[config.mk]
export PLATFORM = sky130hd
export DESIGN_NAME = uart_axi_tx
export DESIGN_NICKNAME = d
export VERILOG_FILES = /design/src/rtl/uart_axi_tx.sv
export SDC_FILE = /design/constraint.sdc
export NUM_CORES = 1
export LEC_CHECK = 0
export CAP_MARGIN = 0
export CORE_UTILIZATION = 48
export DETAILED_ROUTE_END_ITERATION = 8
export PLACE_DENSITY = 0.82
export SLEW_MARGIN = 5
export SYNTH_ARGS = -nofsm -noshare
export SYNTH_HDL_FRONTEND = slang
export SYNTH_SLANG_ARGS = --single-unit
[constraint.sdc]
create_clock -name clk_i -period 3.4 [get_ports clk_i]
set_input_delay 0.68 -clock clk_i [delete_from_list [all_inputs] [get_ports clk_i]]
set_output_delay 0.68 -clock clk_i [all_outputs]
set_load 0.01 [all_outputs]
[src/rtl/uart_axi_tx.sv]
// AXI4 slave UART transmitter: TX FIFO, programmable baud divider and 8N1 serial output.
// Write and read channels run independently; STATUS and DIV are readable over AXI.
module uart_axi_tx #(
    parameter int FIFO_DEPTH  = 16,
    parameter int DIV_WIDTH   = 16,
    parameter int DEFAULT_DIV = 16
) (
    input  logic        clk_i,
    input  logic        rst_i,
    // read address
    input  logic [3:0]  arid_i,
    input  logic [31:0] araddr_i,
    input  logic [7:0]  arlen_i,
    input  logic [2:0]  arsize_i,
    input  logic [1:0]  arburst_i,
    input  logic        arvalid_i,
    output logic        arready_o,
    // read data
    output logic [3:0]  rid_o,
    output logic [31:0] rdata_o,
    output logic [1:0]  rresp_o,
    output logic        rlast_o,
    output logic        rvalid_o,
    input  logic        rready_i,
    // write address
    input  logic [3:0]  awid_i,
    input  logic [31:0] awaddr_i,
    input  logic [7:0]  awlen_i,
    input  logic [2:0]  awsize_i,
    input  logic [1:0]  awburst_i,
    input  logic        awvalid_i,
    output logic        awready_o,
    // write data
    input  logic [3:0]  wid_i,
    input  logic [31:0] wdata_i,
    input  logic [3:0]  wstrb_i,
    input  logic        wlast_i,
    input  logic        wvalid_i,
    output logic        wready_o,
    // write response
    output logic [3:0]  bid_o,
    output logic [1:0]  bresp_o,
    output logic        bvalid_o,
    input  logic        bready_i,
    // serial
    output logic        tx_o
);

    localparam int AW = $clog2(FIFO_DEPTH);
    localparam int CW = AW + 1;

    localparam logic [1:0] SEL_TXDATA = 2'd0;
    localparam logic [1:0] SEL_STATUS = 2'd1;
    localparam logic [1:0] SEL_DIV    = 2'd2;

    localparam logic [DIV_WIDTH-1:0] DIV_ONE  = DIV_WIDTH'(1);
    localparam logic [DIV_WIDTH-1:0] DIV_RST  = DIV_WIDTH'(DEFAULT_DIV);
    localparam logic [CW-1:0]        CNT_ONE  = CW'(1);
    localparam logic [CW-1:0]        CNT_FULL = CW'(FIFO_DEPTH);

    typedef enum logic [1:0] {W_IDLE, W_DATA, W_RESP} wstate_t;
    typedef enum logic       {R_IDLE, R_DATA} rstate_t;
    typedef enum logic [1:0] {T_IDLE, T_START, T_DATA, T_STOP} tstate_t;

    wstate_t r_wstate, w_wstate_next;
    rstate_t r_rstate, w_rstate_next;
    tstate_t r_tstate, w_tstate_next;

    logic [3:0]           r_bid;
    logic [1:0]           r_wsel;
    logic                 r_err;
    logic [3:0]           r_rid;
    logic [1:0]           r_rsel;
    logic [8:0]           r_rcnt;
    logic [DIV_WIDTH-1:0] r_div;

    logic [7:0]           r_mem [FIFO_DEPTH];
    logic [AW-1:0]        r_wptr;
    logic [AW-1:0]        r_rptr;
    logic [CW-1:0]        r_count;

    logic [7:0]           r_shift;
    logic [2:0]           r_bitcnt;
    logic [DIV_WIDTH-1:0] r_timer;
    logic [DIV_WIDTH-1:0] r_bitdiv;

    logic        w_full, w_empty, w_busy;
    logic        w_wbeat, w_push_req, w_push, w_pop, w_bit_end;
    logic        w_aw_hs, w_ar_hs, w_r_hs;
    logic [31:0] w_status, w_div_ext, w_rmux;
    logic        w_unused;

    assign w_unused = ^{arsize_i, arburst_i, awsize_i, awburst_i, wid_i,
                        araddr_i[31:4], araddr_i[1:0], awaddr_i[31:4], awaddr_i[1:0],
                        wdata_i[31:8], wstrb_i[3:1]};

    assign w_full    = (r_count == CNT_FULL);
    assign w_empty   = (r_count == '0);
    assign w_busy    = (r_tstate != T_IDLE) || !w_empty;
    assign w_aw_hs   = awready_o && awvalid_i;
    assign w_ar_hs   = arready_o && arvalid_i;
    assign w_r_hs    = rvalid_o && rready_i;
    assign w_wbeat   = (r_wstate == W_DATA) && wvalid_i;
    assign w_push_req = w_wbeat && (r_wsel == SEL_TXDATA) && wstrb_i[0];
    assign w_push    = w_push_req && !w_full;
    assign w_bit_end = (r_timer == '0);
    // A new byte is taken either from idle or straight out of a finishing stop bit, so frames abut.
    assign w_pop     = !w_empty && ((r_tstate == T_IDLE) || ((r_tstate == T_STOP) && w_bit_end));

    // ---------------- write channel ----------------
    always_ff @(posedge clk_i or posedge rst_i) begin
        if (rst_i) r_wstate <= W_IDLE;
        else       r_wstate <= w_wstate_next;
    end

    always_comb begin
        w_wstate_next = r_wstate;
        case (r_wstate)
            W_IDLE:  if (awvalid_i)           w_wstate_next = W_DATA;
            W_DATA:  if (wvalid_i && wlast_i) w_wstate_next = W_RESP;
            W_RESP:  if (bready_i)            w_wstate_next = W_IDLE;
            default:                          w_wstate_next = W_IDLE;
        endcase
    end

    always_comb begin
        awready_o = (r_wstate == W_IDLE);
        wready_o  = (r_wstate == W_DATA);
        bvalid_o  = (r_wstate == W_RESP);
        bid_o     = r_bid;
        bresp_o   = (bvalid_o && r_err) ? 2'b10 : 2'b00;
    end

    always_ff @(posedge clk_i or posedge rst_i) begin
        if (rst_i) begin
            r_bid  <= '0;
            r_wsel <= '0;
            r_err  <= 1'b0;
        end else if (w_aw_hs) begin
            r_bid  <= awid_i;
            r_wsel <= awaddr_i[3:2];
            r_err  <= 1'b0;
        end else if (w_push_req && w_full) begin
            r_err  <= 1'b1;
        end
    end

    always_ff @(posedge clk_i or posedge rst_i) begin
        if (rst_i) begin
            r_div <= DIV_RST;
        end else if (w_wbeat && (r_wsel == SEL_DIV)) begin
            r_div <= (wdata_i[DIV_WIDTH-1:0] == '0) ? DIV_ONE : wdata_i[DIV_WIDTH-1:0];
        end
    end

    // ---------------- read channel ----------------
    always_ff @(posedge clk_i or posedge rst_i) begin
        if (rst_i) r_rstate <= R_IDLE;
        else       r_rstate <= w_rstate_next;
    end

    always_comb begin
        w_rstate_next = r_rstate;
        case (r_rstate)
            R_IDLE:  if (arvalid_i)                      w_rstate_next = R_DATA;
            R_DATA:  if (rready_i && (r_rcnt == 9'd1))   w_rstate_next = R_IDLE;
            default:                                     w_rstate_next = R_IDLE;
        endcase
    end

    always_comb begin
        w_status              = '0;
        w_status[0]           = w_full;
        w_status[1]           = w_empty;
        w_status[2]           = w_busy;
        w_status[8 +: CW]     = r_count;
        w_div_ext             = '0;
        w_div_ext[DIV_WIDTH-1:0] = r_div;
        case (r_rsel)
            SEL_STATUS: w_rmux = w_status;
            SEL_DIV:    w_rmux = w_div_ext;
            default:    w_rmux = '0;
        endcase
    end

    always_comb begin
        arready_o = (r_rstate == R_IDLE);
        rvalid_o  = (r_rstate == R_DATA);
        rlast_o   = rvalid_o && (r_rcnt == 9'd1);
        rid_o     = r_rid;
        rresp_o   = 2'b00;
        rdata_o   = rvalid_o ? w_rmux : '0;
    end

    always_ff @(posedge clk_i or posedge rst_i) begin
        if (rst_i) begin
            r_rid  <= '0;
            r_rsel <= '0;
            r_rcnt <= '0;
        end else if (w_ar_hs) begin
            r_rid  <= arid_i;
            r_rsel <= araddr_i[3:2];
            r_rcnt <= {1'b0, arlen_i} + 9'd1;
        end else if (w_r_hs) begin
            r_rcnt <= r_rcnt - 9'd1;
        end
    end

    // ---------------- TX FIFO ----------------
    always_ff @(posedge clk_i) begin
        if (w_push) r_mem[r_wptr] <= wdata_i[7:0];
    end

    always_ff @(posedge clk_i or posedge rst_i) begin
        if (rst_i) begin
            r_wptr  <= '0;
            r_rptr  <= '0;
            r_count <= '0;
        end else begin
            if (w_push) r_wptr <= r_wptr + 1'b1;
            if (w_pop)  r_rptr <= r_rptr + 1'b1;
            case ({w_push, w_pop})
                2'b10:   r_count <= r_count + CNT_ONE;
                2'b01:   r_count <= r_count - CNT_ONE;
                default: r_count <= r_count;
            endcase
        end
    end

    // ---------------- TX engine ----------------
    always_ff @(posedge clk_i or posedge rst_i) begin
        if (rst_i) r_tstate <= T_IDLE;
        else       r_tstate <= w_tstate_next;
    end

    always_comb begin
        w_tstate_next = r_tstate;
        case (r_tstate)
            T_IDLE:  if (!w_empty)                          w_tstate_next = T_START;
            T_START: if (w_bit_end)                         w_tstate_next = T_DATA;
            T_DATA:  if (w_bit_end && (r_bitcnt == 3'd7))   w_tstate_next = T_STOP;
            T_STOP:  if (w_bit_end) w_tstate_next = w_empty ? T_IDLE : T_START;
            default:                                        w_tstate_next = T_IDLE;
        endcase
    end

    always_comb begin
        case (r_tstate)
            T_START: tx_o = 1'b0;
            T_DATA:  tx_o = r_shift[0];
            default: tx_o = 1'b1;
        endcase
    end

    // The divider is captured per frame so DIV writes never disturb a frame in flight.
    always_ff @(posedge clk_i or posedge rst_i) begin
        if (rst_i) begin
            r_shift  <= '0;
            r_bitcnt <= '0;
            r_timer  <= '0;
            r_bitdiv <= DIV_RST;
        end else if (w_pop) begin
            r_shift  <= r_mem[r_rptr];
            r_bitcnt <= '0;
            r_bitdiv <= r_div;
            r_timer  <= r_div - DIV_ONE;
        end else if (r_tstate != T_IDLE) begin
            if (w_bit_end) begin
                r_timer <= r_bitdiv - DIV_ONE;
                if (r_tstate == T_DATA) begin
                    r_shift  <= r_shift >> 1;
                    r_bitcnt <= r_bitcnt + 3'd1;
                end
            end else begin
                r_timer <= r_timer - DIV_ONE;
            end
        end
    end

endmodule

Word-level counts from Yosys, hierarchy flattened
Memory sizes are Yosys's and may differ from the RTL's. Cells that the tools add are included.

Flip-flop bits (word level): 99. Latch bits: 0. Memory bits (writable): 128. Bits in read-only memories: 0. Input bits: 146. Output and inout port bits: 51. Memories: 1.

Add/subtract/negate cells: 10. Multipliers: 0. Div/mod/pow operators: 0. Order comparisons: 0. Equal/unequal tests: 20. Shift operators: 0. Muxes and demuxes: 36. Bitwise operators: 1. Reduce and logical (&&, ||, !) cells: 36.

Memories: r_mem (depth 16, width 8, rd ports 1, clocked after Yosys merged registers in 0, write ports 1, RTL line 77) `logic [7:0] r_mem [FIFO_DEPTH];`.

Operators with widths (number): $mux 16 (4); $sub 16x1->16 const B (3); $logic_not 16->1 (2); $mux 32 (1); $mux 8 (4); $pmux 16 s2 (1); $mux 9 (2); $logic_and 1x1->1 (16); $mux 2 (8); $reduce_bool 2->1 (7); $eq 2x2->1 const B (6); $mux 3 (4); $ne 2x2->1 const B (5); $pmux 5 s2 (1); $add 8x1->9 const B (1); $eq 9x1->1 const B (1); $sub 9x1->9 const B (1); $add 4x1->4 const B (2); $eq 2x1->1 const B (4); $pmux 2 s4 (1); $mux 1 (7); $logic_not 2->1 (3); $pmux 2 s3 (1); $reduce_and 3->1 (2); other kinds (12) (16).

Longest topological paths before layout
Depth in word-level cells: 7. Depth in mapped cells: 18. Mapped depth without buffers: 14.

Worst setup path before layout
OpenSTA, ideal clock, no wires.

Kind: register to register. Start point: reg r_timer[7]. End point: reg r_count[4]. Setup time: 123 ps. Arrival: 3356 ps. Required time: 3277 ps. Slack: -79 ps. Stages on the path, launching flop included: 18. Buffers on the path: 4. Period minus slack after synthesis: 3479 ps. Cells stage by stage: dfrtp_1 > nor4_2 > nand4_1 > o21a_1 > buf_6 > inv_2 > buf_6 > clkbuf_1 > buf_1 > ha_1 > inv_1 > fa_1 > inv_1 > a21o_1 > a21oi_1 > xnor2_1 > nor2_1 > xnor2_1.

Word-level cells in the longest chain between the ends: 6.

RTL lines: start: declaration (RTL line 84) `logic [DIV_WIDTH-1:0] r_timer;`; start signal: assignment (RTL line 266) `r_timer <= r_div - DIV_ONE;`; start signal: assignment (RTL line 269) `r_timer <= r_bitdiv - DIV_ONE;`; start signal: assignment (RTL line 275) `r_timer <= r_timer - DIV_ONE;`; $logic_not 16->1 (*) (RTL line 106) `assign w_bit_end = (r_timer == '0);`; $logic_and 1x1->1 (*) (RTL line 108) `assign w_pop = !w_empty && ((r_tstate == T_IDLE) || ((r_tstate == T_STOP) && w_bit_end));`; $logic_or 1x1->1 (*) (RTL line 108); $logic_and 1x1->1 (*) (RTL line 108); named net w_pop (RTL line 88) `logic w_wbeat, w_push_req, w_push, w_pop, w_bit_end;`; $eq 2x1->1 or $eq 2x2->1 (tied branches) (RTL line 222) `case ({w_push, w_pop})`; $pmux 5 s2 or $reduce_bool 2->1 (tied branches); end signal: assignment (RTL line 223) `2'b10: r_count <= r_count + CNT_ONE;`; end signal: assignment (RTL line 224) `2'b01: r_count <= r_count - CNT_ONE;`; end signal: assignment (RTL line 225) `default: r_count <= r_count;`; end: declaration (RTL line 80) `logic [CW-1:0] r_count;`.

Mark *: on every way through the listed nets, which the timed path passes. The rest lies on a longest branch. A chain may end at the register's enable or synchronous reset.

Worst setup path in the final report
Start point: reg r_count[0]. End point: out rdata_o[0].

Word-level cells in the longest chain between the ends: 3.

RTL lines: $eq 5x5->1 (RTL line 97) `assign w_full = (r_count == CNT_FULL);`; $pmux 16 s2 (RTL line 179) `case (r_rsel)`; $mux 32 (RTL line 192) `rdata_o = rvalid_o ? w_rmux : '0;`; end: declaration (RTL line 20) `output logic [31:0] rdata_o,`.

No other way between the ends.

==> summary.txt <==
Outcome - finished clean
Static Leakage - 0.00496 µW
Cell Area, Synth - 10600 µm²
First-pass GRT wire length - 37200 µm
Max Cap Viol - 0
Hold Path Class - flop to flop
Worst r2r src - r_timer[7]
P&R area growth vs syn - 18.5%
Tot GR Track Use - 21.4%
Initial Utilization - 49.6%
Clock Skew - 0.00802 ns
Yosys top cell area share - 36.3%
Syn_area_per_cell - 12.6 µm²
Drt drc - 0
Worst Hold Endpoint - r_bitdiv[15]
Die W - 151 µm
R2r setup slk - 0.16 ns
Largest net degree at the start of global routing - 47
Tcrit/Tclk final - 96.2%
Stages on the worst setup path - 6
FMAX - 306 MHz
Synth Register Bits - 227
Yosys top cell by area - edfxtp_1
Maximum vdd drop - 0.457 mV
Number of global-route vias before repair - 7127
Worst path max stage delay - 0.61 ns
# rows - 53
First DRT Iteration DRCs - 733
CP endpoint kind - output pin
Worst-Skew Late Latency - 0.51 ns
Root Buffer - clkbuf_16
Pins Over Slew Limit - 0
Worst Path Buf+Inv - 2
Fin util - 58.8%
Vias - 7078
Drt wl/cell - 18.8 µm
Worst hold path depth - 2
Largest delay share family, worst path - simple AND/OR/NAND/NOR gates
Power Density - 550 nW/µm²
CTS Buffer Depth - 3
Full die area - 22700 µm²
Final Critical Period - 3.27 ns
Core area - 21400 µm²
Final setup viols - 0
Final ANT Viol Nets - 0
H-tree levels - 1
YS warnings - 0
Synth top cells by count - edfxtp_1, nand2_1, dfrtp_1
Data arrival, critical path - 2.59 ns
Crit path max fanout - 5
EDFF count, synth - 128
Hold Crit Start - r_bitdiv[15]
Number of setup buffers added after CTS - 0
Routed Wire Length - 23200 µm
Final hold slack - 0.473 ns
Number of cells on the worst reg-to-reg path - 11
Cts bufs inserted - 23
CTS Hold Bufs - 0
First-pass DRT Iterations - 5
Top_reg_cell synth - edfxtp_1
Post-DP HPWL - 15400 µm
PortBufs - 76
Worst Max-Slew Pin Slew - 0.775 ns
I/O Pins - 197
CTS tree - done
Gr ovfl total - 0
CP max-delay cell - or4_4
Slew headroom - 48.2%
Synth area leaders - edfxtp_1, dfrtp_1, mux4_2, nand2_1, mux2_2
Nature of the critical path startpoint - flop
Layout cells sized above 1 - 16.1%
Setup CP Type - flop to output pin
FILL cells - 1649
Most frequent cell after synthesis - edfxtp_1
Post-synthesis sequential area ratio - 59.7%
Clock sinks - 227
Initial antenna violation count - 0
Die Y - 151 µm
CP Cell Sequence - or4_4, nor2_2, buf_4, a22oi_1, nor2_1, clkdlybuf4s50_1
Cell count after synthesis - 840
Ant diodes - 0
Vias/cell - 5.73
Routability congestion estimate - 0.898
Clock-pin slew on the worst setup and hold paths - 0.06 ns
CP required - 2.72 ns
Ys async rst share - 43.6%
Worst r2r dst - r_timer[14]
Yosys cell types - 61
Final hold viol count - 0
Nets - 1112
[what timing repair did]
action,CTS,global route
endpoints found under the setup margin,0,6
hold endpoints to repair,0,0
gates resized for setup,0,5
[registers in the layout, indices dropped and copies added (netlist names)]
| register | flops |
|---|---|
| r_mem | 128 |
| r_bitdiv | 16 |
| r_div | 16 |
| r_timer | 16 |
| r_rcnt | 9 |
| r_shift | 8 |
| r_count | 5 |
| bid_o | 4 |
| r_rptr | 4 |
| r_wptr | 4 |
| rid_o | 4 |
| r_bitcnt | 3 |
| r_rsel | 2 |
| r_tstate | 2 |
| r_wsel | 2 |
| r_wstate | 2 |
| r_err | 1 |
| rvalid_o | 1 |
[cells by family (layout without fill, tap and decap cells)]
family,after synthesis,after routing,share of synthesized area [%]
and+or+nand+nor,262,262,11.8
DFF,227,227,59.7
AOI/OAI and AO/OA,134,134,7.96
buffers and inverters,90,192,4.00
muxes,76,76,11.5
xor gates and xnor gates,27,27,2.23
adders and majority gates,23,23,2.79
other,1,19,0.0354
[worst max-delay path by stage]
stage	startpoint	endpoint	slack [ns]
5_1_grt	r_timer[7]	r_timer[14]	-0.02
3_3_place_gp	wvalid_i	r_count[4]	0.15
3_5_place_dp	wvalid_i	r_count[4]	0.11
4_1_cts	r_count[0]	rdata_o[0]	0.06
6_report	r_count[0]	rdata_o[0]	0.13
2_1_floorplan	r_timer[7]	r_count[4]	0.03
[tightest hold or removal path, stage by stage, from the launching register on]
cell and delay [ns]:
dfrtp_1 0.34, nand2_1 0.05, nand2_1 0.05
[cells in the final DEF, fill, tap and decap left out, types with 7 or more instances in the layout]
cell type,synthesis,final
nor3_1,12,11
a22oi_1,10,10
nor2_1,51,50
dfrtp_1,97,96
xnor2_1,21,21
edfxtp_1,128,128
nor4_1,10,9
clkbuf_16,0,24
and2_1,8,8
conb_1,1,19
clkdlybuf4s50_1,0,76
mux4_2,34,34
inv_1,28,27
o21ai_0,35,35
nand3_1,16,16
a21o_1,12,12
a21oi_1,31,31
ha_1,22,22
nand4_1,7,7
mux2i_1,17,17
buf_4,19,43
and3_1,14,14
mux2_2,25,25
nand2_1,109,109
a31oi_1,14,14
[layout make-up]
cell class	instances	area, µm²	area share, %
sequential	227	6320	50.4
multi-input combinational	541	3950	31.4
timing repair buffer	121	1120	8.95
clock buffer	29	639	5.09
tap	275	344	2.74
inverter	29	111	0.887
clock inverter	13	65.1	0.518
[where the power goes]
group	switching (µW)	internal, µW	leakage [µW]
logic	499	554	0.00228
clock network	1030	1330	0.000351
registers	318	3170	0.00232
[stage by stage]
stage | instances | TNS, ns | total power (µW) | instance area, µm² | worst slack (ns)
floorplan | 858 | 0 | 4090 | 10700 | 0.0338
global placement | 1193 | 0 | 4530 | 11800 | 0.146
detailed placement | 1193 | 0 | 4570 | 11800 | 0.111
CTS | 1235 | 0 | 6930 | 12500 | 0.0625
global route | 1235 | -0.0153 | 7190 | 12600 | -0.0153
finish | 1235 | 0 | 6910 | 12600 | 0.131
[per-layer routing]
metal  vias up  GRT usage [%]  routed length [µm]
met4         0           8.33                 671
met3        56           3.85                1460
met2       282           35.4               11500
met1      3490           27.9                9560
met5         -              0                   0
li1       3250              -                   -
No activity file was read; power rests on OpenSTA's default activity.
==> RTL edit 1, RTL diff (same settings) <==
`FIFO_DEPTH`: 16 -> 32.
--- a/src/rtl/uart_axi_tx.sv
+++ b/src/rtl/uart_axi_tx.sv
@@ -3,3 +3,3 @@
 module uart_axi_tx #(
-    parameter int FIFO_DEPTH  = 16,
+    parameter int FIFO_DEPTH  = 32,
     parameter int DIV_WIDTH   = 16,
Formal check against the unedited RTL: same outputs for any inputs over 4 cycles, from zero or initial values and one cycle with rst_i high; that may be too few to reach the edited logic, so the function may still have changed.
==> RTL edit 1 against the unedited design <==
- global-route usage fell by 0.15 points
- cell area rose by 49%
- sequential share of layout area rose by 4.4 points
- utilization fell by 1.3 points
- worst hold slack barely moved
- sequential cell count rose by 131
- cell count rose by 34%
- area after synthesis rose by 50%
- total power rose by 63%
- wire length rose by 50%
- register-to-register slack improved by 0.02 ns
- worst setup slack got worse by 0.042 ns
- critical endpoint is now rlast_o
- largest power group unchanged
==> RTL edit 1: results (changes against the unedited design) <==
<table>
<tr><th>Metric</th><th>Value</th></tr>
<tr><th colspan="2">Cells and area</th></tr>
<tr><td>Fin nets</td><td>1345 (+21%)</td></tr>
<tr><td>Number of flip-flops under the largest register name</td><td>256 (+100%)</td></tr>
<tr><td>Share of layout cells above drive strength 1</td><td>21.77% (+5.6 points)</td></tr>
<tr><th colspan="2">Placement</th></tr>
<tr><td>Sum of net half-perimeters after detailed placement</td><td>21970 um (+43%)</td></tr>
<tr><td>Placer congestion estimate</td><td>0.8876 (-1.2%)</td></tr>
<tr><td>Cell area after placement</td><td>17340 sq um (+47%)</td></tr>
<tr><th colspan="2">Power</th></tr>
<tr><td>Worst-case vdd ir drop</td><td>0.3551 mV (-22%)</td></tr>
<tr><td>Leak</td><td>6.683 nW (+35%)</td></tr>
<tr><th colspan="2">Outcome</th></tr>
<tr><td>Status</td><td>finished clean</td></tr>
<tr><th colspan="2">Yosys</th></tr>
<tr><td>Synthesized cell area</td><td>15840 sq um (+50%)</td></tr>
<tr><td>Most numerous cell types in the synthesized netlist</td><td>256 x sky130_fd_sc_hd__edfxtp_1, 110 x sky130_fd_sc_hd__nand2_1, 100 x sky130_fd_sc_hd__dfrtp_1</td></tr>
<tr><td>Cells after Synth</td><td>1056 (+26%)</td></tr>
<tr><td>Synth area leaders</td><td>sky130_fd_sc_hd__edfxtp_1 49%, sky130_fd_sc_hd__dfrtp_1 16%, sky130_fd_sc_hd__mux4_2 11%</td></tr>
<tr><th colspan="2">CTS</th></tr>
<tr><td>Number of buffers created by CTS</td><td>38 (+65%)</td></tr>
<tr><td>Insertion delay to the later sink of the worst-skew pair</td><td>0.57 ns (+0.06 ns)</td></tr>
<tr><td>Post-CTS sizing</td><td>1 (+1)</td></tr>
<tr><th colspan="2">Global routing</th></tr>
<tr><td>Number of global-route vias before repair</td><td>9546 (+34%)</td></tr>
<tr><td>Tot GR Track Use</td><td>21.22% (-0.15 points)</td></tr>
<tr><td>Global-route wire length before repair</td><td>54510 um (+47%)</td></tr>
<tr><th colspan="2">Detailed routing</th></tr>
<tr><td>Via density</td><td>5.719 (-0.22%)</td></tr>
<tr><td>Average routed wire per standard cell</td><td>21.03 um (+12%)</td></tr>
<tr><th colspan="2">Critical path</th></tr>
<tr><td>Arrival time of data at the critical path endpoint</td><td>2.63 ns (+0.04 ns)</td></tr>
<tr><th colspan="2">Timing</th></tr>
<tr><td>Tightest Pin Transition</td><td>1.149 ns (+0.3739 ns)</td></tr>
<tr><td>Worst Clk Skew</td><td>0.05393 ns (+0.04591 ns)</td></tr>
<tr><td>Post-route worst hold slack</td><td>0.4725 ns (-0.00007700 ns)</td></tr>
</table>
RTL edit 1: final cells by class:
cell class | count | area share (%)
repair buffers | 136 | 6.675
clock buffers | 49 | 5.578
multi-input cells | 623 | 27.90
inverters | 21 | 0.4615
flip-flops and latches | 358 | 54.78
well taps | 442 | 2.956
clock inverters | 21 | 1.645
RTL edit 1: final timing paths:
| kind | from | to | slack [ns] | cells past startpoint |
|---|---|---|---|---|
| max | r_rcnt[2]$_DFFE_PP0P_ | rlast_o | 0.09 | 4 |
| min | r_bitdiv[4]$_DFFE_PP1P_ | r_bitdiv[4]$_DFFE_PP1P_ | 0.47 | 2 |
| max reg2reg | r_timer[10]$_DFFE_PP0P_ | r_timer[6]$_DFFE_PP0P_ | 0.18 | 13 |
| min reg2reg | r_bitdiv[4]$_DFFE_PP1P_ | r_bitdiv[4]$_DFFE_PP1P_ | 0.47 | 2 |
| max in group asynchronous | rst_i | r_bitdiv[4]$_DFFE_PP1P_ | 2.06 | 3 |
| min in group asynchronous | rst_i | r_rcnt[5]$_DFFE_PP0P_ | 0.53 | 2 |
RTL edit 1: cell families after synthesis:
kind of cell    Yosys count  share of synthesized area (%)
fa+ha+maj                21                          1.659
other cells               1                        0.02368
buf+inv                  93                          2.899
compound gates          133                          5.490
simple gates            288                          8.618
mux                     129                          14.82
flops                   358                          64.67
xor+xnor                 33                          1.825
RTL edit 1: routing by layer:
metal / up-vias / GRT usage, % / routed length (um)
met1: 4782 / 28.62 / 14520
met4: 0 / 7.300 / 806
li1: 4228 / - / -
met5: - / 0 / 0
met2: 371 / 36.00 / 17470
met3: 55 / 2.258 / 1905
RTL edit 1: power by group:
part / internal (mW) / switching (mW)
logic: 0.732 / 0.693
clock network: 2.61 / 1.80
registers: 4.98 / 0.415
total: 8.32 / 2.91
RTL edit 1: critical path, cell delays in order, from the launching register on:
cell and delay [ns]:
sky130_fd_sc_hd__dfrtp_1 0.43, sky130_fd_sc_hd__or4_1 0.65, sky130_fd_sc_hd__nor4_4 0.30, sky130_fd_sc_hd__and2_1 0.17
sky130_fd_sc_hd__clkdlybuf4s50_1 0.53
RTL edit 1: stage by stage:
stage	setup slack [ns]	utilization (%)	total power [mW]	setup TNS [ns]	std cells
after detailed placement	-0.09467	53.30	6.864	-0.1814	1580
after global placement	-0.03047	53.30	6.792	-0.03047	1580
after floorplan	0.02230	-	6.203	0	1074
after global routing	0.02383	57.50	11.64	0	1650
after CTS	0.03467	57.47	11.28	0	1650
final	0.08896	57.50	11.23	0	1650
==> RTL edit 2, RTL diff (same settings) <==
Made on the original files. Register the output `tx_o`, with the module's reset; this adds one clock of latency there. The other outputs are not delayed to match.
--- a/src/rtl/uart_axi_tx.sv
+++ b/src/rtl/uart_axi_tx.sv
@@ -64,2 +64,4 @@
 
+    logic tx_d;
+
     wstate_t r_wstate, w_wstate_next;
@@ -248,5 +250,5 @@
         case (r_tstate)
-            T_START: tx_o = 1'b0;
-            T_DATA:  tx_o = r_shift[0];
-            default: tx_o = 1'b1;
+            T_START: tx_d = 1'b0;
+            T_DATA:  tx_d = r_shift[0];
+            default: tx_d = 1'b1;
         endcase
@@ -279,2 +281,10 @@
 
+    always_ff @(posedge clk_i or posedge rst_i) begin
+        if (rst_i) begin
+            tx_o <= '0;
+        end else begin
+            tx_o <= tx_d;
+        end
+    end
+
 endmodule
Formal check against the unedited RTL: not equivalent (a bounded check fails within 4 cycles, from zero or initial values and one cycle with rst_i high).
==> RTL edit 2 against the unedited design <==
- global-route usage down 0.070 points
- area after synthesis is 0.24% higher
- count of clock-buffer cells in the layout fell by 3
- via count is 0.37% higher
- sequential cell count increased by 1
- total power grew 6.5%
- critical endpoint unchanged
- wire length grew 0.53%
- cell area rose by 1.0%
- worst setup slack lost 0.027 ns
- critical path depth down 1
- highest routed layer unchanged
==> RTL edit 2: results (changes against the unedited design) <==
<table>
<tr><th>Metric</th><th>Value</th></tr>
<tr><th colspan="2">Power</th></tr>
<tr><td>Worst-case vdd ir drop</td><td>0.4478 mV (-2.0%)</td></tr>
<tr><td>Leak</td><td>4.997 nW (+0.80%)</td></tr>
<tr><th colspan="2">Outcome</th></tr>
<tr><td>Status</td><td>finished clean</td></tr>
<tr><th colspan="2">Cells and area</th></tr>
<tr><td>Share of layout cells above drive strength 1</td><td>15.72% (-0.42 points)</td></tr>
<tr><td>Clk cell area share</td><td>6.649% (+1.0 points)</td></tr>
<tr><td>Core Util, Final</td><td>58.30% (-0.49 points)</td></tr>
<tr><td>Multi-input combinational cell area</td><td>3938 sq um (-0.19%)</td></tr>
<tr><td>Number of clock buffer instances in the layout</td><td>26 (-10%)</td></tr>
<tr><td>Fin nets</td><td>1107 (-0.45%)</td></tr>
<tr><td>Post-route design area</td><td>12680 sq um (+1.0%)</td></tr>
<tr><td>Number of fillers in the final layout</td><td>1705 (+3.4%)</td></tr>
<tr><th colspan="2">Yosys</th></tr>
<tr><td>Synth Area in XOR/XNOR</td><td>2.227% (-0.0053 points)</td></tr>
<tr><td>Post-synthesis mux area share</td><td>11.46% (-0.027 points)</td></tr>
<tr><td>Most numerous cell types in the synthesized netlist</td><td>128 x sky130_fd_sc_hd__edfxtp_1, 109 x sky130_fd_sc_hd__nand2_1, 98 x sky130_fd_sc_hd__dfrtp_1</td></tr>
<tr><td>Number of register bits inferred by synthesis</td><td>228 (+0.44%)</td></tr>
<tr><td>Proportion of synthesized chip area in sequential cells</td><td>59.79% (+0.095 points)</td></tr>
<tr><td>Synthesized-area fraction occupied by ao, oa, aoi and oai cells</td><td>7.942% (-0.019 points)</td></tr>
<tr><th colspan="2">Placement</th></tr>
<tr><td>Sum of net half-perimeters after detailed placement</td><td>15330 um (-0.42%)</td></tr>
<tr><td>Cell area after placement</td><td>11820 sq um (about the same)</td></tr>
<tr><td>Placer congestion estimate</td><td>0.8657 (-3.6%)</td></tr>
<tr><td>Setup WS pre-CTS</td><td>0.01476 ns (-0.09599 ns)</td></tr>
<tr><th colspan="2">Min path</th></tr>
<tr><td>Hold-critical path endpoint</td><td>rid_o[2]$_DFFE_PP0P_</td></tr>
<tr><td>Start point of the worst hold path</td><td>rid_o[2]$_DFFE_PP0P_</td></tr>
<tr><th colspan="2">Detailed routing</th></tr>
<tr><td>Drt first-iter violations</td><td>560 (-24%)</td></tr>
<tr><td>Via density</td><td>5.757 (+0.45%)</td></tr>
<tr><th colspan="2">Timing</th></tr>
<tr><td>Max_slew headroom</td><td>43.44% (-4.7 points)</td></tr>
<tr><th colspan="2">Critical path</th></tr>
<tr><td>Arrival time of data at the critical path endpoint</td><td>2.62 ns (+0.03 ns)</td></tr>
<tr><td>Worst reg-to-reg setup slack</td><td>0.18 ns (+0.02 ns)</td></tr>
<tr><th colspan="2">Global routing</th></tr>
<tr><td>Tot GR Track Use</td><td>21.30% (-0.070 points)</td></tr>
</table>
## RTL edit 2: changes by cell type after synthesis, sizes merged
| cell | change |
|---|---|
| dfrtp | +1 |
## RTL edit 2: timing repair
action                     in CTS  in global routing
resized for setup               0                  3
setup endpoints to repair       0                  6
hold buffers                    0                  0
## RTL edit 2: power breakdown
group / switching [mW] / internal (mW) / total, mW
Sequential: 0.313 / 3.19 / 3.50
Clock: 1.02 / 1.77 / 2.80
Combinational: 0.502 / 0.555 / 1.06
Total: 1.84 / 5.51 / 7.35
## RTL edit 2: metal layers
layer  global-route usage [%]  routed length, um
met5                        0                  0
met4                    8.050                741
met2                    36.22              11790
met1                    27.54               9162
met3                    3.182               1621
## RTL edit 2: cell families (layout without fill, tap and decap cells)
logic type,after synthesis,in the layout
compound gates,134,134
xor+xnor,27,27
fa+ha+maj,23,23
buf+inv,90,185
flops,228,228
mux,76,76
other cells,1,19
simple gates,262,262
